## src/rtl/sap1_ctrl_pkg.sv

```systemverilog
// Shared definitions for the SAP-1 controller-sequencer.
//  - opcode values, ring-state encodings, control-word layout
//  - one-hot test helper used by the ring counter
package sap1_ctrl_pkg;

    localparam int unsigned OP_W     = 4;
    localparam int unsigned T_STATES = 6;
    localparam int unsigned CON_W    = 12;

    localparam logic [OP_W-1:0] OP_LDA = 4'h0;
    localparam logic [OP_W-1:0] OP_ADD = 4'h1;
    localparam logic [OP_W-1:0] OP_SUB = 4'h2;
    localparam logic [OP_W-1:0] OP_OUT = 4'hE;
    localparam logic [OP_W-1:0] OP_HLT = 4'hF;

    typedef logic [T_STATES-1:0] t_state_t;

    localparam t_state_t T1 = 6'b000001;
    localparam t_state_t T2 = 6'b000010;
    localparam t_state_t T3 = 6'b000100;
    localparam t_state_t T4 = 6'b001000;
    localparam t_state_t T5 = 6'b010000;
    localparam t_state_t T6 = 6'b100000;

    // Bit 11 (cp) down to bit 0 (lo_n)
    typedef struct packed {
        logic cp;
        logic ep;
        logic lm_n;
        logic ce_n;
        logic li_n;
        logic ei_n;
        logic la_n;
        logic ea;
        logic su;
        logic eu;
        logic lb_n;
        logic lo_n;
    } con_word_t;

    localparam logic [CON_W-1:0] CON_NOP = 12'h3E3;

    // True only for exactly one bit set; X input yields a non-true result
    function automatic logic is_onehot(input t_state_t t);
        return (t != '0) && ((t & (t - T_STATES'(1))) == '0);
    endfunction

endpackage

```

## src/rtl/sap1_ring_counter.sv

```systemverilog
// Six-state one-hot ring counter, advancing on the falling clock edge.
//  CLK  in  clock; ring rotates on negedge
//  CLR  in  asynchronous active-high reset to T1
//  hold in  freeze the ring (halt)
//  T    out one-hot state, T[0]=T1 .. T[5]=T6
module sap1_ring_counter
    import sap1_ctrl_pkg::*;
(
    input  logic                CLK,
    input  logic                CLR,
    input  logic                hold,
    output logic [T_STATES-1:0] T
);

    // A corrupted (non-one-hot or X) state falls into the else branch and restarts at T1
    always_ff @(negedge CLK or posedge CLR) begin
        if (CLR) begin
            T <= T1;
        end else if (is_onehot(T)) begin
            if (!hold) begin
                T <= {T[T_STATES-2:0], T[T_STATES-1]};
            end
        end else begin
            T <= T1;
        end
    end

endmodule

```

## src/rtl/sap1_controller.sv

```systemverilog
// SAP-1 controller-sequencer: ring counter plus microcode decode of the IR opcode.
//  CLK    in  system clock; sequencing on negedge so CON is stable at posedge
//  CLR    in  asynchronous active-high reset
//  opcode in  IR[7:4], meaningful from T4 onward
//  CON    out control word {Cp,Ep,Lm_n,CE_n,Li_n,Ei_n,La_n,Ea,Su,Eu,Lb_n,Lo_n}
//  T      out one-hot ring state
//  HLT    out halt indication
module sap1_controller
    import sap1_ctrl_pkg::*;
(
    input  logic                CLK,
    input  logic                CLR,
    input  logic [OP_W-1:0]     opcode,
    output logic [CON_W-1:0]    CON,
    output logic [T_STATES-1:0] T,
    output logic                HLT
);

    logic      halted;
    logic      hlt_c;
    con_word_t con_c;

    // Halt is visible during T4 of HLT and also freezes the ring on the edge ending T4
    assign hlt_c = halted | (T[3] & (opcode == OP_HLT));
    assign HLT   = hlt_c;
    assign CON   = con_c;

    sap1_ring_counter u_ring (
        .CLK  (CLK),
        .CLR  (CLR),
        .hold (hlt_c),
        .T    (T)
    );

    // Sticky halt, cleared only by CLR
    always_ff @(negedge CLK or posedge CLR) begin
        if (CLR) begin
            halted <= 1'b0;
        end else if (hlt_c) begin
            halted <= 1'b1;
        end
    end

    // Microcode: start from the idle word and enable only the fields each step needs
    always_comb begin
        con_c = con_word_t'(CON_NOP);
        if (!halted) begin
            case (T)
                T1: begin
                    con_c.ep   = 1'b1;
                    con_c.lm_n = 1'b0;
                end
                T2: begin
                    con_c.cp   = 1'b1;
                end
                T3: begin
                    con_c.ce_n = 1'b0;
                    con_c.li_n = 1'b0;
                end
                T4: begin
                    case (opcode)
                        OP_LDA, OP_ADD, OP_SUB: begin
                            con_c.ei_n = 1'b0;
                            con_c.lm_n = 1'b0;
                        end
                        OP_OUT: begin
                            con_c.ea   = 1'b1;
                            con_c.lo_n = 1'b0;
                        end
                        default: ;
                    endcase
                end
                T5: begin
                    case (opcode)
                        OP_LDA: begin
                            con_c.ce_n = 1'b0;
                            con_c.la_n = 1'b0;
                        end
                        OP_ADD: begin
                            con_c.ce_n = 1'b0;
                            con_c.lb_n = 1'b0;
                        end
                        OP_SUB: begin
                            con_c.ce_n = 1'b0;
                            con_c.lb_n = 1'b0;
                            con_c.su   = 1'b1;
                        end
                        default: ;
                    endcase
                end
                T6: begin
                    case (opcode)
                        OP_ADD: begin
                            con_c.la_n = 1'b0;
                            con_c.eu   = 1'b1;
                        end
                        OP_SUB: begin
                            con_c.la_n = 1'b0;
                            con_c.su   = 1'b1;
                            con_c.eu   = 1'b1;
                        end
                        default: ;
                    endcase
                end
                default: ;
            endcase
        end
    end

endmodule
```

## config.mk

```make
export PLATFORM = sky130hd
export DESIGN_NAME = sap1_controller
export DESIGN_NICKNAME = d
export VERILOG_FILES = /design/src/rtl/sap1_ctrl_pkg.sv /design/src/rtl/sap1_ring_counter.sv /design/src/rtl/sap1_controller.sv
export SDC_FILE = /design/constraint.sdc
export NUM_CORES = 1
export LEC_CHECK = 0
export CAP_MARGIN = 40
export CELL_PAD_IN_SITES_DETAIL_PLACEMENT = 1
export CELL_PAD_IN_SITES_GLOBAL_PLACEMENT = 2
export CORE_MARGIN = 2
export CORE_UTILIZATION = 23
export DETAILED_ROUTE_END_ITERATION = 7
export HOLD_SLACK_MARGIN = 0.06
export MAX_ROUTING_LAYER = met4
export PLACE_DENSITY = 0.74
export SLEW_MARGIN = 10
export SYNTH_ARGS = -nofsm -noshare
export SYNTH_HDL_FRONTEND = slang
export SYNTH_SLANG_ARGS = --single-unit
```

## constraint.sdc

```tcl
create_clock -name CLK -period 1.8 [get_ports CLK]
set_clock_uncertainty 0.05 [all_clocks]
set_input_delay 0.18 -clock CLK [delete_from_list [all_inputs] [get_ports CLK]]
set_output_delay 0.18 -clock CLK [all_outputs]
set_load 0.05 [all_outputs]
```

# --- After elaboration in Yosys (flattened, before gate mapping) ---
# Index checks and enable logic that the tools add are counted.
op_classes:
  n_addsub: 1
  bitwise: 3
  reduce_logical: 7
  n_eq_ne: 11
  n_mux: 22
ops:
  columns: ["operator", "count"]
  rows:
  - ["$mux W1", 16]
  - ["$mux W12", 1]
  - ["$mux W6", 2]
  - ["$eq A4 B4 Y1 const B", 2]
  - ["$and A6 B6 Y6", 1]
  - ["$eq A6 B1 Y1 const B", 1]
  - ["$eq A6 B2 Y1 const B", 1]
  - ["$eq A6 B3 Y1 const B", 1]
  - ["$eq A6 B4 Y1 const B", 1]
  - ["$eq A6 B5 Y1 const B", 1]
  - ["$eq A6 B6 Y1 const B", 1]
  - ["$logic_not A6 Y1", 1]
  - ["$pmux W1 S2", 3]
  - ["$reduce_bool A6 Y1", 1]
  - ["$sub A6 B1 Y6 const B", 1]
  - ["$eq A4 B1 Y1 const B", 1]
  - ["$eq A4 B2 Y1 const B", 1]
  - ["$logic_not A4 Y1", 1]
  - ["$reduce_or A2 Y1", 2]
  - ["$reduce_or A3 Y1", 1]
  - ["$ne A2 B2 Y1 const B", 1]
  - ["$and A1 B1 Y1", 1]
  - ["$logic_and A1 B1 Y1", 1]
  - ["$or A1 B1 Y1", 1]
totals:
  in_bits: 6
  reg_bits: 7
  out_inout_bits: 19

# --- Depth between registers and ports, before layout ---
# Gate-level depths: netlist of run 1.
depth:
  depth_word: 5
  depth_mapped: 5

# --- Cells and area by module ---
# From an unflattened synthesis of run 1, not the netlist that was laid out.
unflattened:
  hier_cells: 69
  area_unflattened_um2: 580.6
by_module_without_submodules:
  columns: ["module", "cells_per_inst", "area_per_inst_um2", "seq_area_each_um2", "instances"]
  rows:
  - ["sap1_ring_counter", 35, 337.8, 151.4, 1]
  - ["sap1_controller", 34, 242.7, 25.0, 1]

==> results of run 1 <==
cells in the final DEF (no fill, tap or decap), types with 3 or more instances in the layout:
cell type and instances:
buf_12 17, buf_4 35, inv_1 3, nand2_4 4, nor2_1 6, dfrtn_1 6, mux2i_1 4, clkbuf_4 3
buf_6 14, nand2_1 3
worst paths after layout:
kind | start | slack (ns) | to | depth (start not counted)
min in group asynchronous | CLR | 0.84 | u_ring.T[5]$_DFFE_NP0P_ | 2
hold / removal | halted$_DFFE_NP0N_ | 0.65 | halted$_DFFE_NP0N_ | 3
max in group asynchronous | CLR | 0.54 | u_ring.T[4]$_DFFE_NP0P_ | 3
setup / recovery | u_ring.T[2]$_DFFE_NP0P_ | -1.27 | CON[11] | 5
setup reg to reg | u_ring.T[4]$_DFFE_NP0P_ | 0.07 | u_ring.T[5]$_DFFE_NP0P_ | 4
hold reg to reg | halted$_DFFE_NP0N_ | 0.65 | halted$_DFFE_NP0N_ | 3
power by group:
part | switching (mW) | internal, mW
Combinational | 1.35 | 1.39
Sequential | 0.121 | 0.234
Clock | 0.0605 | 0.0875
Total | 1.53 | 1.71
cells by family (layout without fill, tap and decap cells):
| group | count (synthesis) | count (layout) | synth area share [%] |
|---|---|---|---|
| compound gates | 13 | 13 | 16.9 |
| xor+xnor | 3 | 3 | 4.33 |
| buf+inv | 9 | 78 | 8.87 |
| flops | 7 | 7 | 29.1 |
| mux | 4 | 4 | 6.60 |
| simple gates | 35 | 35 | 34.2 |
final cells by class:
class,instances,area (um^2),share of cell area (%)
Timing Repair Buffer,69,781,49.7
Multi-Input combinational cell,55,524,33.4
Sequential cell,7,176,11.2
Tap cell,30,37.5,2.39
Clock buffer,4,26.3,1.67
Inverter,4,22.5,1.43
Clock inverter,1,3.75,0.239
routing by layer:
metal	track usage [%]	vias up	routed length [um]
li1	-	397	-
met3	1.87	4	63
met4	6.27	0	32
met1	20.0	405	1020
met5	-	-	0
met2	36.7	16	1650
worst max-delay path: stages, from the launching register on:
cell and delay [ns]:
dfrtn_1 0.42, or4_4 0.56, a21o_1 0.22, o31ai_4 0.09, and3_4 0.24, buf_12 0.13
sequential cells by signal, summed over array words and instances (netlist names):
name	flops
halted	1
u_ring.T	6
what timing repair did:
item                                    in CTS  in global routing
hold buffers                                 0                  0
endpoints found under the setup margin      26                 23
resized for setup                           34                  7
endpoints found under the hold margin        0                  0
setup buffers                                7                  6
pin swaps                                    6                  2
through the flow:
stage               utilization [%]  setup TNS [ns]  instance area (um^2)  worst slack (ns)
CTS                            61.5          -17.83                  1540             -1.20
floorplan                         -          -15.89                   726             -1.46
global route                   62.9          -20.07                  1570             -1.34
finish                         62.9          -18.62                  1570             -1.27
global placement               56.2          -15.45                  1410            -0.912
detailed placement             56.2          -16.84                  1410             -1.04
==> impl_results.md, run 1 <==
* Vias/cell at 4.84
* Initial DRC Count at 7
* # diodes at 0
* Final Max Tran Viols at 0
* Vias in the first global route at a little over 900
* Status: finished with violations
* Gp weighted congestion at 0.713
* First-pass GRT wire length at between 4000 and 5000 um
* Clock transition at path regs at 0.04 ns
* Top cells by area, synth: dfrtn_1 (25%), mux2i_1 (6.6%), nor4b_1 (5.8%), nor2_1 (4.9%), dfstp_2 (4.3%)
* Top cells by count, synth: nor2_1 (8), nand2_1 (7), dfrtn_1 (6), inv_1 (5)
* FFs w/ async S/R, synth at 100%
* CTS max path bufs at 2
* Post-DRT Antenna Nets at 0
* Cell count after synthesis at 71
* # fillers at approximately 270
* Final cell count without fillers at between 150 and 200
* Antenna violations before repair at 0
* Clock latency on the worst-skew pair at 0.30 ns
* Power consumption at 3.24 mW
* Failing checks: negative setup slack
* First-pass detailed-route iteration total at 4
* Initial core utilization at 24.3%
* Setup CP Type: reg2out
* Clock sink count at 7
* H-tree depth at 1
* RSZ-0062 raised after global routing: true
* Nets at roughly 150
* Sequential fraction of the synthesis area at 29.1%
* Synth warnings at 0
* Startpoint Class: register
* IO Port Bufs at 24
* Cell type with the largest total area after synthesis: dfrtn_1
* Total grt overflow at 0
* Count leader, synth: nor2_1
* Worst setup margin at -1.27 ns
* Final Setup Violations at 23
* WL final at 2770 um
* Post-route DRC at 0
* Worst vdd ir at 0.00204 V
* Max-cap violations at 0
* Mapped Avg Cell Area at 8.55 um^2
* WL/cell at 16.3 um
* Cell Rows at 18
* Clk root buf: clkbuf_4
* Yosys cell types at 36
* Relative slew slack at 75.1%
* P&R area growth vs syn at 159%
* Synthesized flop and latch total at 7
* DP Cell Count at 158
* TritonCTS buffer count at 3
* Chip Width at approximately 55 um
* Critical path required time at roughly 1.6 ns
* Pleak at between 0.7 and 0.8 nW
* Share of cells above drive strength 1 at 70.0%
* DR vias at approximately 820
* Yosys top cell area share at 24.7%
* Ys flop type: dfrtn_1
* Synthesized area at 607 um^2
* EDFF count, synth at 0
* Hold Slack at 0.645 ns
* Power density cells at just over 2000 nW/um^2
* CP Capture Type: output pin
* Least-Margin Pin Slew at about 0.37 ns
* Largest net degree at the start of global routing at 8
* Core Footprint at 2500 um^2
* Aggregate global-route resource usage at approximately a fifth
* Die Height at 55.4 um
* Worst Path Max Fanout at 6
* Worst Hold Class: reg2reg
* Detail Placement HPWL at slightly above 2000 um
* TritonCTS clock tree: yes
* Die Area at 3070 um^2
* Net Count, Synth at 77
* Final hold viol count at 0
* Worst path arrival time at 2.84 ns
* I/O Pins at 25
No activity file was read; power rests on OpenSTA's default activity.
==> inputs of run 2 (changes only) <==
Settings changed: CAP_MARGIN 40 to 20.
==> results of run 2 <==
The final DEF is identical to that of run 1; final timing and power are the same.
